--- src/rtl/var_assign_table.sv ---
// rtl/var_assign_table.sv - per-variable assignment/level table with backtrack sweep
// Optional opposite-polarity conflict detection: CONFLICT_DETECT_EN
module var_assign_table #(
    parameter int ADDR_WIDTH  = 3,
    parameter int NUM_VARS    = 8,
    parameter int LEVEL_WIDTH = 4
) (
    input  logic                   clock,
    input  logic                   reset,
    input  logic                   en,
    input  logic [1:0]             cmd,
    input  logic [ADDR_WIDTH-1:0]  address,
    input  logic                   din_val,
    input  logic [LEVEL_WIDTH-1:0] din_level,
    output logic [1:0]             dout_state,
    output logic [LEVEL_WIDTH-1:0] dout_level,
    output logic                   dout_valid,
    output logic                   busy,
    output logic                   bt_done,
    output logic [ADDR_WIDTH:0]    assigned_count
`ifdef CONFLICT_DETECT_EN
    ,
    output logic                   conflict
`endif
);

    typedef enum logic [1:0] {IDLE, SWEEP, DONE} fsm_t;

    localparam logic [1:0] CMD_READ      = 2'b01;
    localparam logic [1:0] CMD_ASSIGN    = 2'b10;
    localparam logic [1:0] CMD_BACKTRACK = 2'b11;

    localparam logic [ADDR_WIDTH:0]   NUM_VARS_W = (ADDR_WIDTH+1)'(NUM_VARS);
    localparam logic [ADDR_WIDTH-1:0] LAST_IDX   = ADDR_WIDTH'(NUM_VARS - 1);

    logic [1:0]             state_tbl [NUM_VARS];
    logic [LEVEL_WIDTH-1:0] level_tbl [NUM_VARS];

    fsm_t                   fsm;
    logic [ADDR_WIDTH-1:0]  idx;
    logic [LEVEL_WIDTH-1:0] target;
    logic                   accept;
    logic                   addr_ok;
    logic [1:0]             cur_state;
    logic [LEVEL_WIDTH-1:0] cur_level;

    assign accept    = en && !busy;
    assign addr_ok   = {1'b0, address} < NUM_VARS_W;
    assign cur_state = addr_ok ? state_tbl[address] : 2'b00;
    assign cur_level = addr_ok ? level_tbl[address] : '0;

    always_ff @(posedge clock) begin
        if (reset) begin
            for (int i = 0; i < NUM_VARS; i++) begin
                state_tbl[i] <= 2'b00;
                level_tbl[i] <= '0;
            end
            fsm            <= IDLE;
            idx            <= '0;
            target         <= '0;
            dout_state     <= 2'b00;
            dout_level     <= '0;
            dout_valid     <= 1'b0;
            busy           <= 1'b0;
            bt_done        <= 1'b0;
            assigned_count <= '0;
`ifdef CONFLICT_DETECT_EN
            conflict       <= 1'b0;
`endif
        end else begin
            dout_valid <= 1'b0;
            bt_done    <= 1'b0;
`ifdef CONFLICT_DETECT_EN
            conflict   <= 1'b0;
`endif
            case (fsm)
                SWEEP: begin
                    if (state_tbl[idx][1] && (level_tbl[idx] > target)) begin
                        state_tbl[idx] <= 2'b00;
                        level_tbl[idx] <= '0;
                        assigned_count <= assigned_count - 1'b1;
                    end
                    if (idx == LAST_IDX) begin
                        fsm     <= DONE;
                        busy    <= 1'b0;
                        bt_done <= 1'b1;
                    end else begin
                        idx <= idx + 1'b1;
                    end
                end
                default: begin
                    // IDLE and DONE both accept commands; DONE lasts one cycle
                    fsm <= IDLE;
                    if (accept) begin
                        case (cmd)
                            CMD_READ: begin
                                dout_valid <= 1'b1;
                                dout_state <= cur_state;
                                dout_level <= cur_level;
                            end
                            CMD_ASSIGN: begin
                                if (addr_ok) begin
`ifdef CONFLICT_DETECT_EN
                                    if (cur_state[1] && (cur_state[0] != din_val)) begin
                                        conflict <= 1'b1;
                                    end else begin
                                        state_tbl[address] <= {1'b1, din_val};
                                        level_tbl[address] <= din_level;
                                        if (!cur_state[1])
                                            assigned_count <= assigned_count + 1'b1;
                                    end
`else
                                    state_tbl[address] <= {1'b1, din_val};
                                    level_tbl[address] <= din_level;
                                    if (!cur_state[1])
                                        assigned_count <= assigned_count + 1'b1;
`endif
                                end
                            end
                            CMD_BACKTRACK: begin
                                target <= din_level;
                                idx    <= '0;
                                fsm    <= SWEEP;
                                busy   <= 1'b1;
                            end
                            default: ;
                        endcase
                    end
                end
            endcase
        end
    end

endmodule

--- config.mk ---
export PLATFORM = sky130hd
export DESIGN_NAME = var_assign_table
export DESIGN_NICKNAME = d
export VERILOG_FILES = /design/src/rtl/var_assign_table.sv
export SDC_FILE = /design/constraint.sdc
export NUM_CORES = 1
export LEC_CHECK = 0
export BUFFER_PORTS_ARGS = -buffer_cell sky130_fd_sc_hd__buf_2
export CAP_MARGIN = 20
export CORE_MARGIN = 2
export CORE_UTILIZATION = 45
export CTS_BUF_LIST = sky130_fd_sc_hd__clkbuf_8 sky130_fd_sc_hd__clkbuf_16
export DETAILED_ROUTE_END_ITERATION = 10
export HOLD_SLACK_MARGIN = 0.06
export PLACE_DENSITY = 0.64
export SYNTH_ARGS = -nofsm -noshare
export SYNTH_HDL_FRONTEND = slang
export SYNTH_SLANG_ARGS = --single-unit
--- constraint.sdc ---
create_clock -name clock -period 4.6 [get_ports clock]
set_input_delay 0.23 -clock clock [delete_from_list [all_inputs] [get_ports clock]]
set_output_delay 0.23 -clock clock [all_outputs]
set_load 0.02 [all_outputs]
### After elaboration in Yosys (flattened, before gate mapping)

Memory sizes are Yosys's and may differ from the RTL's. A register that Yosys moved wholly into a read port is not among the register bits.
Index checks and enable logic that the tools add are counted.

* bits in registers: 18
* RAM bits: 48
* input bits: 13
* output and inout port bits: 13
* logic and storage cells: 88
* memories: 2

* add/sub/neg operators: 3
* $lt $le $gt $ge: 1
* eq/ne operators: 9
* multiplexer cells: 46
* bitwise gates (word level): 2
* reductions and logical operators: 17

Memories
* level_tbl: words 8, width 4, read ports 2, clocked after memory_dff 2, wr ports 8, RTL line 37 `logic [LEVEL_WIDTH-1:0] level_tbl [NUM_VARS];`
* state_tbl: words 8, width 2, read ports 2, clocked after memory_dff 1, wr ports 8, RTL line 36 `logic [1:0] state_tbl [NUM_VARS];`

Operator list (count)
* $mux W3: 12
* $mux W4: 7
* $mux W1: 23
* $reduce_and A3 Y1: 4
* $mux W2: 4
* $reduce_or A4 Y1: 2
* $ne A2 B2 Y1 const B: 3
* $reduce_bool A2 Y1: 3
* $reduce_or A2 Y1: 3
* $add A4 B1 Y4 const B: 1
* $eq A2 B1 Y1 const B: 2
* $eq A2 B2 Y1 const B: 2
* $gt A4 B4 Y1: 1
* $reduce_and A4 Y1: 1
* $sub A4 B1 Y4 const B: 1
* $add A3 B1 Y3 const B: 1
* $eq A3 B3 Y1 const B: 1
* $reduce_or A3 Y1: 1
* $logic_and A1 B1 Y1: 2
* $ne A2 B1 Y1 const B: 1
* $not A1 Y1: 2
* $logic_not A1 Y1: 1

### Depth between registers and ports, before layout

Gate-level depths: netlist (run 1).

* depth after elaboration: 9
* depth in mapped cells: 11
* gate-level depth less buffers: 9

### Worst setup path after synthesis (run 1)

OpenSTA, ideal clock, no wires.

* path kind: flip-flop to flip-flop
* start: reg with a tool-made name
* end: mem level_tbl[1][0], enable pin
* library setup time: 0.360 ns
* data arrival time: 2.665 ns
* required time: 4.240 ns
* path slack: 1.575 ns
* stages on the path, launching flop included: 10
* path buffers: 2
* clock period less this slack: 3.025 ns
* cells stage by stage: dfxtp_1 -> buf_2 -> mux4_2 -> mux2_2 -> ha_1 -> a41oi_1 -> nand4_1 -> and2_1 -> buf_2 -> o21bai_1

RTL lines (RTL line)
* to (decl): 37

==> flow_summary.html, run 1 <==
<table>
<tr><th>Metric</th><th>Value</th></tr>
<tr><th colspan="2">Status</th></tr>
<tr><td>Result of the run</td><td>complete, no violations</td></tr>
<tr><th colspan="2">Clocking</th></tr>
<tr><td>TritonCTS clock tree</td><td>built</td></tr>
<tr><td>Setup repair bufs after CTS</td><td>0</td></tr>
<tr><td>CTS Buffer Depth</td><td>2</td></tr>
<tr><td>Clock transition at the registers of the reported paths</td><td>approximately 0.080 ns</td></tr>
<tr><td>Worst-skew pair later-pin latency</td><td>0.35 ns</td></tr>
<tr><td>Clock root buffer</td><td>sky130_fd_sc_hd__clkbuf_8</td></tr>
<tr><td>Clock tree sinks</td><td>73</td></tr>
<tr><td>Maximum level of the CTS H-tree</td><td>3</td></tr>
<tr><td>Number of buffers added to fix hold violations after cts</td><td>0</td></tr>
<tr><td>Cts bufs inserted</td><td>9</td></tr>
<tr><td>Number of resized instances in the post-cts repair step</td><td>0</td></tr>
<tr><th colspan="2">Power and ir drop</th></tr>
<tr><td>Worst IR Drop VDD</td><td>about 0.00014 V</td></tr>
<tr><td>Static leakage power</td><td>around 0.0015 uW</td></tr>
<tr><td>Power density cells</td><td>between 300 and 400 nW/um^2</td></tr>
<tr><td>Pwr Total</td><td>1309 uW</td></tr>
<tr><th colspan="2">Synthesis</th></tr>
<tr><td>Proportion of synthesized area in mux cells</td><td>18.79%</td></tr>
<tr><td>Leading cell types by total area after synthesis</td><td>sky130_fd_sc_hd__edfxtp_1, sky130_fd_sc_hd__dfxtp_1, sky130_fd_sc_hd__mux4_2, sky130_fd_sc_hd__nor2_1, sky130_fd_sc_hd__mux2i_1</td></tr>
<tr><td>Area share of xor/xnor cells in the synthesized design</td><td>less than 1%</td></tr>
<tr><td>Async set-reset flop share out of synthesis</td><td>0%</td></tr>
<tr><td>Primary flip-flop cell chosen by synthesis mapping</td><td>sky130_fd_sc_hd__edfxtp_1</td></tr>
<tr><td>FF+latch count, synth</td><td>73</td></tr>
<tr><td>Syn avg cell area</td><td>12.74 um^2</td></tr>
<tr><td>Distinct cells, synth</td><td>between 40 and 50</td></tr>
<tr><td>Post-Syn Instances</td><td>296</td></tr>
<tr><td>Library cell with the largest summed area after synthesis</td><td>sky130_fd_sc_hd__edfxtp_1</td></tr>
<tr><td>Warning count from the yosys run</td><td>0</td></tr>
<tr><td>Fraction of the mapped netlist area in adder cells</td><td>3.186%</td></tr>
<tr><td>Simple-gate share of the synthesized area</td><td>approximately 14%</td></tr>
<tr><td>Dominant combinational cell family by area after synthesis</td><td>multiplexers</td></tr>
<tr><td>Register area share after synthesis</td><td>51.51%</td></tr>
<tr><td>Number of nets in the synthesized netlist</td><td>318</td></tr>
<tr><td>EDFF count, synth</td><td>48</td></tr>
<tr><td>Mapped cell area</td><td>3770 um^2</td></tr>
<tr><td>Share of the synthesized area in the top cell type</td><td>a little under two fifths</td></tr>
<tr><td>Area fraction in compound gates after synthesis</td><td>8.098%</td></tr>
<tr><th colspan="2">STA</th></tr>
<tr><td>RSZ-0062 raised after global routing</td><td>no</td></tr>
<tr><td>Setup TNS Final</td><td>0 ns</td></tr>
<tr><td>Number of setup violations in the final report</td><td>0</td></tr>
<tr><td>Final Hold Violating Endpoints</td><td>0</td></tr>
<tr><td>Final clock skew</td><td>0.008275 ns</td></tr>
<tr><td>Ratio of final minimum period to clock period</td><td>76.95%</td></tr>
<tr><td>Least-Margin Pin Slew</td><td>0.7768 ns</td></tr>
<tr><td>Max frequency</td><td>0.2825 GHz</td></tr>
<tr><td>Time the worst path needs with I/O delays and setup</td><td>between 3 and 4 ns</td></tr>
<tr><td>Number of pins exceeding their max-slew limit in the final report</td><td>0</td></tr>
<tr><td>Slew margin rel.</td><td>roughly 48%</td></tr>
<tr><th colspan="2">Routing</th></tr>
<tr><td>Post-DR wirelength/cell</td><td>20.36 um</td></tr>
<tr><td>Count of routing violations after the opening detailed-route iteration</td><td>between 150 and 200</td></tr>
<tr><td>DR DRC count</td><td>0</td></tr>
<tr><td>Remaining antenna violation count</td><td>0</td></tr>
<tr><td>Average vias per placed instance</td><td>a little under 6</td></tr>
<tr><td>Final wirelength</td><td>between 8000 and 9000 um</td></tr>
<tr><td>Detailed Routing Iterations Pass 1</td><td>5</td></tr>
<tr><td>Total via count after detailed routing</td><td>2501</td></tr>
<tr><th colspan="2">Die</th></tr>
<tr><td>Die Height</td><td>95.53 um</td></tr>
<tr><td>Die boundary width</td><td>95.53 um</td></tr>
<tr><td>IO Pins</td><td>26</td></tr>
<tr><td>Row count</td><td>33</td></tr>
<tr><td>Starting Density</td><td>46.11%</td></tr>
<tr><td>DIE AREA</td><td>slightly above 9000 um^2</td></tr>
<tr><td>CORE AREA</td><td>between 8000 and 9000 um^2</td></tr>
<tr><th colspan="2">Finish</th></tr>
<tr><td>Design Area, Final</td><td>4109 um^2</td></tr>
<tr><td>Share of post-route cells with drive strength above 1</td><td>24.84%</td></tr>
<tr><td>Number of nets at the end of the flow</td><td>339</td></tr>
<tr><td>Relative area change from synthesis to final layout</td><td>8.994%</td></tr>
<tr><td>Commonest cells after routing, fill and taps aside</td><td>sky130_fd_sc_hd__nor2_1, sky130_fd_sc_hd__edfxtp_1, sky130_fd_sc_hd__dfxtp_1, sky130_fd_sc_hd__buf_2, sky130_fd_sc_hd__mux2i_1</td></tr>
<tr><td>Number of diodes added for antenna fixing</td><td>0</td></tr>
<tr><td>Most frequent standard cell in the layout excluding fill and tap cells</td><td>sky130_fd_sc_hd__nor2_1</td></tr>
<tr><th colspan="2">Place</th></tr>
<tr><td>Number of input and output port buffers inserted</td><td>25</td></tr>
<tr><td>Cell area after placement</td><td>3945 um^2</td></tr>
<tr><td>Post-DP HPWL</td><td>6320 um</td></tr>
<tr><td>Final estimated routing congestion in global placement</td><td>0.8852</td></tr>
<tr><th colspan="2">Global route</th></tr>
<tr><td>Number of global-route vias before repair</td><td>roughly 2300</td></tr>
<tr><td>All-layer global routing usage</td><td>20.15%</td></tr>
<tr><td>Wire length of the first global-routing pass</td><td>approximately 13000 um</td></tr>
<tr><td>Maximum number of pins on one net before global-route repair</td><td>37</td></tr>
<tr><td>GRT overflow</td><td>0</td></tr>
<tr><td>Antenna violations before repair</td><td>0</td></tr>
<tr><th colspan="2">Setup path</th></tr>
<tr><td>Worst Path Required</td><td>between 4 and 5 ns</td></tr>
<tr><td>Critical Path End Type</td><td>register</td></tr>
<tr><td>Cell class contributing the biggest share of worst-path delay</td><td>multiplexers</td></tr>
<tr><td>Critical-path top delay cell</td><td>sky130_fd_sc_hd__dfxtp_1</td></tr>
<tr><td>Count of buffer and inverter cells on the critical path</td><td>0</td></tr>
<tr><td>Maximum fanout along the worst path</td><td>11</td></tr>
<tr><td>Cells along the critical path</td><td>mux4_2, mux2_2, ha_1, a41oi_1, nand4_1, and2_1, o21bai_1</td></tr>
<tr><td>CP Class</td><td>reg2reg</td></tr>
<tr><td>Launching element type of the critical path</td><td>register</td></tr>
<tr><td>CP max stage delay</td><td>0.70 ns</td></tr>
<tr><td>Critical path arrival</td><td>3.53 ns</td></tr>
<tr><th colspan="2">Worst hold path</th></tr>
<tr><td>Worst hold path type</td><td>in2reg</td></tr>
<tr><th colspan="2">Flow run</th></tr>
<tr><td>Number of max-cap violations</td><td>0</td></tr>
</table>
-- area by class of cell --
type | count | area (um^2)
Fill cell | 718 | 4066
Sequential cell | 73 | 1942
Multi-Input combinational cell | 198 | 1703
Timing Repair Buffer | 26 | 132.6
Tap cell | 105 | 131.4
Clock buffer | 9 | 123.9
Clock inverter | 7 | 40.04
Inverter | 9 | 36.28
-- through the flow --
step / utilization [%] / setup slack (ns) / hold WS (ns) / std cells
after detailed placement: 48.26 / 1.115 / 0.4472 / 411
final: 50.26 / 1.060 / 0.07757 / 427
after global routing: 50.26 / 0.8184 / 0.06975 / 427
after global placement: 48.26 / 1.191 / 0.4408 / 411
after CTS: 50.26 / 1.073 / 0.06874 / 427
after floorplan: - / 1.575 / 0.3090 / 296
-- cells in the mapped netlist, types with 5 or more instances --
library cell and count:
sky130_fd_sc_hd__mux2i_1 16, sky130_fd_sc_hd__edfxtp_1 48, sky130_fd_sc_hd__inv_1 8, sky130_fd_sc_hd__nand3_1 5
sky130_fd_sc_hd__nor2b_1 6, sky130_fd_sc_hd__nor2_1 66, sky130_fd_sc_hd__nand2b_1 6, sky130_fd_sc_hd__a21oi_2 5
sky130_fd_sc_hd__mux4_1 5, sky130_fd_sc_hd__o21bai_1 5, sky130_fd_sc_hd__mux4_2 15, sky130_fd_sc_hd__ha_1 8
sky130_fd_sc_hd__nand2_1 10, sky130_fd_sc_hd__dfxtp_1 25, sky130_fd_sc_hd__a21oi_1 8, sky130_fd_sc_hd__a211oi_1 6
sky130_fd_sc_hd__clkbuf_1 7
-- routing by layer --
layer / vias up / part of all wire (%) / track usage, %
met5: - / 0 / 0
met4: 0 / 2.6 / 10.00
met3: 17 / 6.7 / 4.190
met2: 115 / 47 / 31.00
met1: 1228 / 43 / 27.09
li1: 1141 / - / -
-- kinds of logic after synthesis --
| kind of cell | after synthesis |
|---|---|
| compound gates | 36 |
| xor+xnor | 3 |
| fa+ha+maj | 9 |
| buf+inv | 25 |
| flops | 73 |
| mux | 43 |
| simple gates | 107 |
-- report_power, final --
group / switching, uW / internal (uW)
Sequential: 20.8 / 721
Combinational: 78.0 / 57.4
Clock: 242 / 190
-- state kept, by name (all words and copies together) (netlist names), named ones only --
name and cells:
target 4, fsm 2, dout_state 2, state_tbl 16
bt_done 1, dout_valid 1, level_tbl 32, idx 3
dout_level 4, busy 1, assigned_count 4
-- worst paths after layout --
kind | cells after the start | endpoint | slack [ns] | startpoint
min reg2reg | 2 | busy | 0.50 | busy
max | 7 | level_tbl[1][0] | 1.06 | register
min | 2 | dout_valid | 0.08 | cmd[1]
max reg2reg | 7 | level_tbl[1][0] | 1.06 | register
-- worst reg2reg max path, stage by stage (launching register included) --
cell and delay, ns:
sky130_fd_sc_hd__dfxtp_1 0.70, sky130_fd_sc_hd__mux4_2 0.57, sky130_fd_sc_hd__mux2_2 0.28, sky130_fd_sc_hd__ha_1 0.31
sky130_fd_sc_hd__a41oi_1 0.21, sky130_fd_sc_hd__nand4_1 0.16, sky130_fd_sc_hd__and2_1 0.37, sky130_fd_sc_hd__o21bai_1 0.57
No activity file was read; power rests on OpenSTA's default activity.
==> run 2, diff against run 1 <==
--- a/config.mk
+++ b/config.mk
@@ -5,6 +5,7 @@
 export SDC_FILE = /design/constraint.sdc
 export NUM_CORES = 1
 export LEC_CHECK = 0
+export ABC_AREA = 1
 export BUFFER_PORTS_ARGS = -buffer_cell sky130_fd_sc_hd__buf_2
 export CAP_MARGIN = 20
 export CORE_MARGIN = 2
@@ -12,7 +13,7 @@
 export CTS_BUF_LIST = sky130_fd_sc_hd__clkbuf_8 sky130_fd_sc_hd__clkbuf_16
 export DETAILED_ROUTE_END_ITERATION = 10
 export HOLD_SLACK_MARGIN = 0.06
-export PLACE_DENSITY = 0.64
+export PLACE_DENSITY = 0.67
 export SYNTH_ARGS = -nofsm -noshare
 export SYNTH_HDL_FRONTEND = slang
 export SYNTH_SLANG_ARGS = --single-unit
==> constraint.sdc (replaced) <==
create_clock -name clock -period 3.2 [get_ports clock]
set_input_delay 0.16 -clock clock [delete_from_list [all_inputs] [get_ports clock]]
set_output_delay 0.16 -clock clock [all_outputs]
set_load 0.02 [all_outputs]
==> flow_summary.html, run 2 <==
<table>
<tr><th>Metric</th><th>Value</th></tr>
<tr><th colspan="2">Die</th></tr>
<tr><td>Die Height</td><td>95.12 um</td></tr>
<tr><td>Row count</td><td>33</td></tr>
<tr><td>Die boundary width</td><td>95.12 um</td></tr>
<tr><td>IO Pins</td><td>26</td></tr>
<tr><td>Starting Density</td><td>between 40 and 50%</td></tr>
<tr><td>CORE AREA</td><td>8134 um^2</td></tr>
<tr><td>DIE AREA</td><td>9047 um^2</td></tr>
<tr><th colspan="2">Synthesis</th></tr>
<tr><td>Distinct cells, synth</td><td>30</td></tr>
<tr><td>Primary flip-flop cell chosen by synthesis mapping</td><td>sky130_fd_sc_hd__edfxtp_1</td></tr>
<tr><td>Number of nets in the synthesized netlist</td><td>456</td></tr>
<tr><td>Warning count from the yosys run</td><td>0</td></tr>
<tr><td>Post-Syn Instances</td><td>between 400 and 500</td></tr>
<tr><td>Mapped cell area</td><td>3736 um^2</td></tr>
<tr><td>Library cell with the largest summed area after synthesis</td><td>sky130_fd_sc_hd__edfxtp_1</td></tr>
<tr><td>FF+latch count, synth</td><td>73</td></tr>
<tr><td>Syn avg cell area</td><td>around 8.6 um^2</td></tr>
<tr><td>Share of the synthesized area in the top cell type</td><td>about 39%</td></tr>
<tr><td>Async set-reset flop share out of synthesis</td><td>0%</td></tr>
<tr><td>Register area share after synthesis</td><td>51.98%</td></tr>
<tr><td>Leading cell types by total area after synthesis</td><td>sky130_fd_sc_hd__edfxtp_1, sky130_fd_sc_hd__dfxtp_1, sky130_fd_sc_hd__nand2_1, sky130_fd_sc_hd__nor2_1, sky130_fd_sc_hd__o21ai_0</td></tr>
<tr><td>Leading cell types by count after synthesis</td><td>sky130_fd_sc_hd__nand2_1, sky130_fd_sc_hd__nor2_1, sky130_fd_sc_hd__edfxtp_1, sky130_fd_sc_hd__inv_1, sky130_fd_sc_hd__o21ai_0</td></tr>
<tr><td>EDFF count, synth</td><td>48</td></tr>
<tr><th colspan="2">Routing</th></tr>
<tr><td>Detailed Routing Iterations Pass 1</td><td>6</td></tr>
<tr><td>Post-DR wirelength/cell</td><td>16.69 um</td></tr>
<tr><td>Count of routing violations after the opening detailed-route iteration</td><td>309</td></tr>
<tr><td>DR DRC count</td><td>0</td></tr>
<tr><td>Remaining antenna violation count</td><td>0</td></tr>
<tr><td>Average vias per placed instance</td><td>5.558</td></tr>
<tr><td>Final wirelength</td><td>between 9000 and 10000 um</td></tr>
<tr><td>Total via count after detailed routing</td><td>~3200</td></tr>
<tr><th colspan="2">Place</th></tr>
<tr><td>Post-DP HPWL</td><td>6874 um</td></tr>
<tr><td>Number of input and output port buffers inserted</td><td>25</td></tr>
<tr><td>Place WS</td><td>0.2696 ns</td></tr>
<tr><td>Placed cell count</td><td>554</td></tr>
<tr><td>Final estimated routing congestion in global placement</td><td>0.9607</td></tr>
<tr><th colspan="2">Clocking</th></tr>
<tr><td>TritonCTS clock tree</td><td>built</td></tr>
<tr><td>Clock root buffer</td><td>sky130_fd_sc_hd__clkbuf_8</td></tr>
<tr><td>Worst-skew pair later-pin latency</td><td>0.35 ns</td></tr>
<tr><td>Clock tree sinks</td><td>73</td></tr>
<tr><td>Clock transition at the registers of the reported paths</td><td>about 0.070 ns</td></tr>
<tr><td>Maximum level of the CTS H-tree</td><td>3</td></tr>
<tr><td>CTS Buffer Depth</td><td>2</td></tr>
<tr><td>Cts bufs inserted</td><td>9</td></tr>
<tr><td>Number of buffers added to fix hold violations after cts</td><td>0</td></tr>
<tr><td>Number of resized instances in the post-cts repair step</td><td>0</td></tr>
<tr><td>Setup repair bufs after CTS</td><td>0</td></tr>
<tr><th colspan="2">Global route</th></tr>
<tr><td>Global routing met2 resource utilization</td><td>34.39%</td></tr>
<tr><td>Maximum number of pins on one net before global-route repair</td><td>37</td></tr>
<tr><td>Antenna violations before repair</td><td>0</td></tr>
<tr><td>Top Usage Layer GRT</td><td>met2</td></tr>
<tr><td>Number of global-route vias before repair</td><td>around 2900</td></tr>
<tr><td>Fraction of met1 tracks used by global routing</td><td>31.13%</td></tr>
<tr><td>Wire length of the first global-routing pass</td><td>14990 um</td></tr>
<tr><td>Met3 track utilization from global routing</td><td>under 10%</td></tr>
<tr><td>GRT overflow</td><td>0</td></tr>
<tr><td>All-layer global routing usage</td><td>22.45%</td></tr>
<tr><th colspan="2">STA</th></tr>
<tr><td>Setup TNS Final</td><td>0 ns</td></tr>
<tr><td>Smallest setup slack after layout</td><td>0.3818 ns</td></tr>
<tr><td>Time the worst path needs with I/O delays and setup</td><td>2.818 ns</td></tr>
<tr><td>Number of setup violations in the final report</td><td>0</td></tr>
<tr><td>RSZ-0062 raised after global routing</td><td>no</td></tr>
<tr><td>Final worst hold slack</td><td>0.1122 ns</td></tr>
<tr><td>Slew margin rel.</td><td>63.83%</td></tr>
<tr><td>Final clock skew</td><td>about 0.011 ns</td></tr>
<tr><td>Number of pins exceeding their max-slew limit in the final report</td><td>0</td></tr>
<tr><td>Final Hold Violating Endpoints</td><td>0</td></tr>
<tr><td>Least-Margin Pin Slew</td><td>about 0.54 ns</td></tr>
<tr><td>Ratio of final minimum period to clock period</td><td>88.07%</td></tr>
<tr><td>Max frequency</td><td>0.3548 GHz</td></tr>
<tr><th colspan="2">Finish</th></tr>
<tr><td>Largest registers</td><td>level_tbl x32, state_tbl x16</td></tr>
<tr><td>Relative area change from synthesis to final layout</td><td>11.89%</td></tr>
<tr><td>Share of post-route cells with drive strength above 1</td><td>16.34%</td></tr>
<tr><td>Register with the most flip-flops</td><td>level_tbl</td></tr>
<tr><td>Non-filler cells in the finished layout</td><td>570</td></tr>
<tr><td>Number of diodes added for antenna fixing</td><td>0</td></tr>
<tr><td>Commonest cells after routing, fill and taps aside</td><td>sky130_fd_sc_hd__nand2_1, sky130_fd_sc_hd__nor2_1, sky130_fd_sc_hd__edfxtp_1</td></tr>
<tr><td>Max reg flops</td><td>32</td></tr>
<tr><td>Number of nets at the end of the flow</td><td>482</td></tr>
<tr><th colspan="2">Power and ir drop</th></tr>
<tr><td>Pwr Total</td><td>2073 uW</td></tr>
<tr><td>Worst IR Drop VDD</td><td>0.0001884 V</td></tr>
<tr><td>Power density cells</td><td>495.9 nW/um^2</td></tr>
<tr><td>Static leakage power</td><td>around 0.0016 uW</td></tr>
<tr><th colspan="2">Setup path</th></tr>
<tr><td>CP Class</td><td>reg2reg</td></tr>
<tr><td>Worst reg2reg path depth</td><td>13</td></tr>
<tr><td>Critical Path End Type</td><td>register</td></tr>
<tr><td>Critical path arrival</td><td>2.85 ns</td></tr>
<tr><td>Maximum fanout along the worst path</td><td>10</td></tr>
<tr><td>Destination of the worst register-to-register timing path</td><td>level_tbl[4][0]</td></tr>
<tr><td>Launching element type of the critical path</td><td>register</td></tr>
<tr><td>Worst R2R Setup Slack</td><td>0.38 ns</td></tr>
<tr><td>Worst Path Required</td><td>3.24 ns</td></tr>
<tr><th colspan="2">Worst hold path</th></tr>
<tr><td>Worst hold path type</td><td>in2reg</td></tr>
<tr><td>End point of the most critical hold path</td><td>target[1]</td></tr>
<tr><td>Instance count along the most critical hold path</td><td>3</td></tr>
<tr><td>Startpoint of the lowest-slack hold path</td><td>din_level[1]</td></tr>
<tr><th colspan="2">Flow run</th></tr>
<tr><td>Number of max-cap violations</td><td>0</td></tr>
<tr><th colspan="2">Status</th></tr>
<tr><td>Result of the run</td><td>complete, no violations</td></tr>
</table>
[run 2: stage by stage]
| step | utilization, % | cell area [um^2] |
|---|---|---|
| 2_1_floorplan | - | 3736 |
| 3_3_place_gp | 48.68 | 3960 |
| 3_5_place_dp | 48.68 | 3960 |
| 4_1_cts | 51.38 | 4179 |
| 5_1_grt | 51.39 | 4180 |
| 6_report | 51.39 | 4180 |
[run 2: area by class of cell]
class                   count  area, um^2
inverters                  50       187.7
multi-input cells         296        1536
flip-flops and latches     73        1943
repair buffers             30       162.7
clock buffers               9       123.9
fillers                   768        3954
well taps                 105       131.4
clock inverters             7       95.09
[run 2: how the worst max path moves through the flow]
stage                      endpoint     start  slack (ns)
floorplan           level_tbl[4][0]  register        0.58
global placement    state_tbl[4][1]  register        0.38
detailed placement  level_tbl[4][0]  register        0.27
CTS                 level_tbl[4][0]  register        0.24
global route        level_tbl[4][0]  register        0.15
finish              level_tbl[4][0]  register        0.38
[run 2: metal layers]
metal / vias to the layer above / routed length [um]
met2: 146 / 4321
met5: - / 0
met3: 20 / 765
met4: 0 / 182
met1: 1484 / 4241
li1: 1518 / -
[run 2: worst max-delay path, cell delays in order, from the launching register on]
cell                      delay (ns)
sky130_fd_sc_hd__dfxtp_1        0.38
sky130_fd_sc_hd__buf_4          0.18
sky130_fd_sc_hd__o21ai_0        0.08
sky130_fd_sc_hd__o21ai_0        0.15
sky130_fd_sc_hd__a21oi_1        0.07
sky130_fd_sc_hd__a31oi_1        0.19
sky130_fd_sc_hd__ha_1           0.28
sky130_fd_sc_hd__nand2_1        0.08
sky130_fd_sc_hd__o21ai_0        0.08
sky130_fd_sc_hd__a21oi_1        0.16
sky130_fd_sc_hd__nand3_1        0.11
sky130_fd_sc_hd__nand2_2        0.26
sky130_fd_sc_hd__nand3_2        0.21
sky130_fd_sc_hd__nand2_1        0.27
[run 2: cells by family after synthesis]
group,synth area share [%]
AND/OR/NAND/NOR,22.50
AO/OA/AOI/OAI,14.70
flip-flops,51.98
buffers and inverters,6.899
adder cells (fa/ha/maj),3.215
XOR/XNOR,0.7034
[run 2: where the power goes]
| group | switching, uW | total (uW) | internal, uW |
|---|---|---|---|
| logic | 155 | 223 | 68.3 |
| clock network | 353 | 791 | 438 |
| registers | 22.7 | 1060 | 1040 |
==> run 3, diff against run 2 <==
--- a/config.mk
+++ b/config.mk
@@ -14,6 +14,7 @@
 export DETAILED_ROUTE_END_ITERATION = 10
 export HOLD_SLACK_MARGIN = 0.06
 export PLACE_DENSITY = 0.67
+export REMOVE_ABC_BUFFERS = 1
 export SYNTH_ARGS = -nofsm -noshare
 export SYNTH_HDL_FRONTEND = slang
 export SYNTH_SLANG_ARGS = --single-unit
==> flow_summary.html, run 3 (synthesis gave the netlist of run 2 again) <==
<table>
<tr><th>Metric</th><th>Value</th></tr>
<tr><th colspan="2">Flow run</th></tr>
<tr><td>Number of max-cap violations</td><td>0</td></tr>
<tr><th colspan="2">Finish</th></tr>
<tr><td>Commonest cells after routing, fill and taps aside</td><td>sky130_fd_sc_hd__nand2_1, sky130_fd_sc_hd__nor2_1, sky130_fd_sc_hd__edfxtp_1</td></tr>
<tr><td>Share of post-route cells with drive strength above 1</td><td>approximately 16%</td></tr>
<tr><td>Non-filler cells in the finished layout</td><td>570</td></tr>
<tr><td>Relative area change from synthesis to final layout</td><td>12.49%</td></tr>
<tr><td>Largest registers</td><td>level_tbl x32, state_tbl x16</td></tr>
<tr><td>Number of diodes added for antenna fixing</td><td>0</td></tr>
<tr><td>Register with the most flip-flops</td><td>level_tbl</td></tr>
<tr><td>Number of nets at the end of the flow</td><td>482</td></tr>
<tr><td>Fin util</td><td>51.67%</td></tr>
<tr><td>Max reg flops</td><td>32</td></tr>
<tr><th colspan="2">Place</th></tr>
<tr><td>Number of input and output port buffers inserted</td><td>25</td></tr>
<tr><td>Post-DP HPWL</td><td>between 6000 and 7000 um</td></tr>
<tr><td>Final estimated routing congestion in global placement</td><td>0.9470</td></tr>
<tr><td>Placed cell count</td><td>554</td></tr>
<tr><th colspan="2">Setup path</th></tr>
<tr><td>Launching element type of the critical path</td><td>register</td></tr>
<tr><td>Cell class contributing the biggest share of worst-path delay</td><td>simple AND/OR/NAND/NOR gates</td></tr>
<tr><td>Destination of the worst register-to-register timing path</td><td>level_tbl[7][1]</td></tr>
<tr><td>Worst Path Required</td><td>~3.3 ns</td></tr>
<tr><td>Critical-path top delay cell</td><td>sky130_fd_sc_hd__dfxtp_1</td></tr>
<tr><td>CP Class</td><td>reg2reg</td></tr>
<tr><td>Count of buffer and inverter cells on the critical path</td><td>1</td></tr>
<tr><td>CP max stage delay</td><td>~0.46 ns</td></tr>
<tr><td>Worst reg2reg path depth</td><td>13</td></tr>
<tr><td>Worst R2R Setup Slack</td><td>0.36 ns</td></tr>
<tr><td>Cells along the critical path</td><td>buf_4, a21oi_1, o21ai_0, o21ai_0, o21ai_0, ha_1, nand2_1, o21ai_0, a21oi_1, nand3_1, nand2_2, nand3_2, nand2_1</td></tr>
<tr><td>Critical path arrival</td><td>2.89 ns</td></tr>
<tr><td>Maximum fanout along the worst path</td><td>10</td></tr>
<tr><td>Cell seen most often among critical-path stages</td><td>sky130_fd_sc_hd__o21ai_0</td></tr>
<tr><td>Critical Path End Type</td><td>register</td></tr>
<tr><th colspan="2">Clocking</th></tr>
<tr><td>Maximum level of the CTS H-tree</td><td>3</td></tr>
<tr><td>Clock tree sinks</td><td>73</td></tr>
<tr><td>TritonCTS clock tree</td><td>built</td></tr>
<tr><td>Number of buffers added to fix hold violations after cts</td><td>0</td></tr>
<tr><td>Cts bufs inserted</td><td>9</td></tr>
<tr><td>Clock root buffer</td><td>sky130_fd_sc_hd__clkbuf_8</td></tr>
<tr><td>Worst-skew pair later-pin latency</td><td>0.35 ns</td></tr>
<tr><td>CTS Buffer Depth</td><td>2</td></tr>
<tr><td>Clock transition at the registers of the reported paths</td><td>0.08 ns</td></tr>
<tr><th colspan="2">Global route</th></tr>
<tr><td>Number of global-route vias before repair</td><td>3047</td></tr>
<tr><td>Wire length of the first global-routing pass</td><td>15360 um</td></tr>
<tr><td>Maximum number of pins on one net before global-route repair</td><td>37</td></tr>
<tr><td>All-layer global routing usage</td><td>22.95%</td></tr>
<tr><td>Antenna violations before repair</td><td>0</td></tr>
<tr><td>GRT overflow</td><td>0</td></tr>
<tr><th colspan="2">Die</th></tr>
<tr><td>IO Pins</td><td>26</td></tr>
<tr><td>Starting Density</td><td>45.93%</td></tr>
<tr><td>Die boundary width</td><td>95.12 um</td></tr>
<tr><td>DIE AREA</td><td>9047 um^2</td></tr>
<tr><td>Row count</td><td>33</td></tr>
<tr><td>CORE AREA</td><td>8134 um^2</td></tr>
<tr><td>Die Height</td><td>about 95 um</td></tr>
<tr><th colspan="2">Power and ir drop</th></tr>
<tr><td>Switching Share</td><td>24.89%</td></tr>
<tr><td>Sequential power share</td><td>49.1%</td></tr>
<tr><td>Pwr Total</td><td>between 2000 and 2500 uW</td></tr>
<tr><td>Reported net switching power</td><td>between 500 and 600 uW</td></tr>
<tr><td>Clock network fraction of total power</td><td>between 40% and 50%</td></tr>
<tr><td>Worst IR Drop VDD</td><td>~0.00016 V</td></tr>
<tr><td>Static leakage power</td><td>0.001652 uW</td></tr>
<tr><td>Internal Power</td><td>1623 uW</td></tr>
<tr><td>Power density cells</td><td>514.1 nW/um^2</td></tr>
<tr><td>Comb pwr share</td><td>10.3%</td></tr>
<tr><th colspan="2">STA</th></tr>
<tr><td>Final Hold Violating Endpoints</td><td>0</td></tr>
<tr><td>Number of pins exceeding their max-slew limit in the final report</td><td>0</td></tr>
<tr><td>Setup TNS Final</td><td>0 ns</td></tr>
<tr><td>Max frequency</td><td>between 0.3 and 0.4 GHz</td></tr>
<tr><td>Final worst hold slack</td><td>around 0.13 ns</td></tr>
<tr><td>RSZ-0062 raised after global routing</td><td>no</td></tr>
<tr><td>Time the worst path needs with I/O delays and setup</td><td>2.839 ns</td></tr>
<tr><td>Slew margin rel.</td><td>64.87%</td></tr>
<tr><td>Number of setup violations in the final report</td><td>0</td></tr>
<tr><td>Ratio of final minimum period to clock period</td><td>88.72%</td></tr>
<tr><td>Least-Margin Pin Slew</td><td>between 0.5 and 0.6 ns</td></tr>
<tr><td>Final clock skew</td><td>0.01082 ns</td></tr>
<tr><th colspan="2">Status</th></tr>
<tr><td>Result of the run</td><td>complete, no violations</td></tr>
<tr><th colspan="2">Routing</th></tr>
<tr><td>Post-DR wirelength/cell</td><td>17.14 um</td></tr>
<tr><td>Final wirelength</td><td>9771 um</td></tr>
<tr><td>Total via count after detailed routing</td><td>3208</td></tr>
<tr><td>DR DRC count</td><td>0</td></tr>
<tr><td>Remaining antenna violation count</td><td>0</td></tr>
<tr><td>Detailed Routing Iterations Pass 1</td><td>6</td></tr>
<tr><td>Average vias per placed instance</td><td>5.628</td></tr>
<tr><td>Count of routing violations after the opening detailed-route iteration</td><td>~360</td></tr>
<tr><th colspan="2">Worst hold path</th></tr>
<tr><td>Worst hold path type</td><td>in2reg</td></tr>
<tr><td>Startpoint of the lowest-slack hold path</td><td>din_level[1]</td></tr>
<tr><td>Instance count along the most critical hold path</td><td>3</td></tr>
<tr><td>End point of the most critical hold path</td><td>target[1]</td></tr>
</table>
## run 3: cell types whose count changed in the layout (fill, tap and decap cells not counted)
cell / change
sky130_fd_sc_hd__inv_6: +1
sky130_fd_sc_hd__clkinvlp_4: -1
sky130_fd_sc_hd__clkinv_4: -1
sky130_fd_sc_hd__bufinv_16: +1
## run 3: layout make-up
type	instances	area, um^2
Fill cell	752	3931
Clock inverter	7	117.6
Clock buffer	9	123.9
Inverter	50	187.7
Sequential cell	73	1943
Timing Repair Buffer	30	162.7
Tap cell	105	131.4
Multi-Input combinational cell	296	1536
## run 3: worst max-delay path by stage
stage	from	endpoint	slack, ns	depth (start not counted)
2_1_floorplan	register	level_tbl[4][0]	0.44	12
3_3_place_gp	register	state_tbl[0][1]	0.33	14
3_5_place_dp	register	level_tbl[4][2]	0.24	14
4_1_cts	register	level_tbl[4][1]	0.25	14
5_1_grt	register	level_tbl[7][2]	0.04	13
6_report	register	level_tbl[7][1]	0.36	13
## run 3: power by group through the flow
stage | Clock [uW] | Combinational [uW] | Sequential, uW
floorplan | 0 | 132 | 1080
global placement | 0 | 216 | 1080
detailed placement | 0 | 219 | 1080
CTS | 884 | 220 | 1060
global route | 917 | 250 | 1060
finish | 877 | 223 | 1060
## run 3: worst reg2reg max path, stage by stage, from the launching register on
cell and delay (ns):
sky130_fd_sc_hd__dfxtp_1 0.46, sky130_fd_sc_hd__buf_4 0.23, sky130_fd_sc_hd__a21oi_1 0.05, sky130_fd_sc_hd__o21ai_0 0.09
sky130_fd_sc_hd__o21ai_0 0.12, sky130_fd_sc_hd__o21ai_0 0.20, sky130_fd_sc_hd__ha_1 0.27, sky130_fd_sc_hd__nand2_1 0.06
sky130_fd_sc_hd__o21ai_0 0.06, sky130_fd_sc_hd__a21oi_1 0.16, sky130_fd_sc_hd__nand3_1 0.11, sky130_fd_sc_hd__nand2_2 0.24
sky130_fd_sc_hd__nand3_2 0.22, sky130_fd_sc_hd__nand2_1 0.26
## run 3: per-layer routing
layer	wire, um	share of wire (%)	global-route usage, %	up-vias
li1	-	-	-	1516
met4	418	4.3	14.13	0
met1	3860	40	28.94	1476
met2	4470	46	36.56	182
met3	1021	10	4.111	34
met5	0	0	0	-
## run 3: per-stage QoR
| stage | instance area (um^2) | setup WS [ns] |
|---|---|---|
| 2_1_floorplan | 3666 | 0.4366 |
| 3_3_place_gp | 3960 | 0.3303 |
| 3_5_place_dp | 3960 | 0.2361 |
| 4_1_cts | 4202 | 0.2500 |
| 5_1_grt | 4203 | 0.03841 |
| 6_report | 4203 | 0.3610 |
## run 3: what timing repair did
action | in CTS | in global routing
setup buffers | 0 | 0
gates resized for setup | 0 | 1
endpoints found under the setup margin | 0 | 48
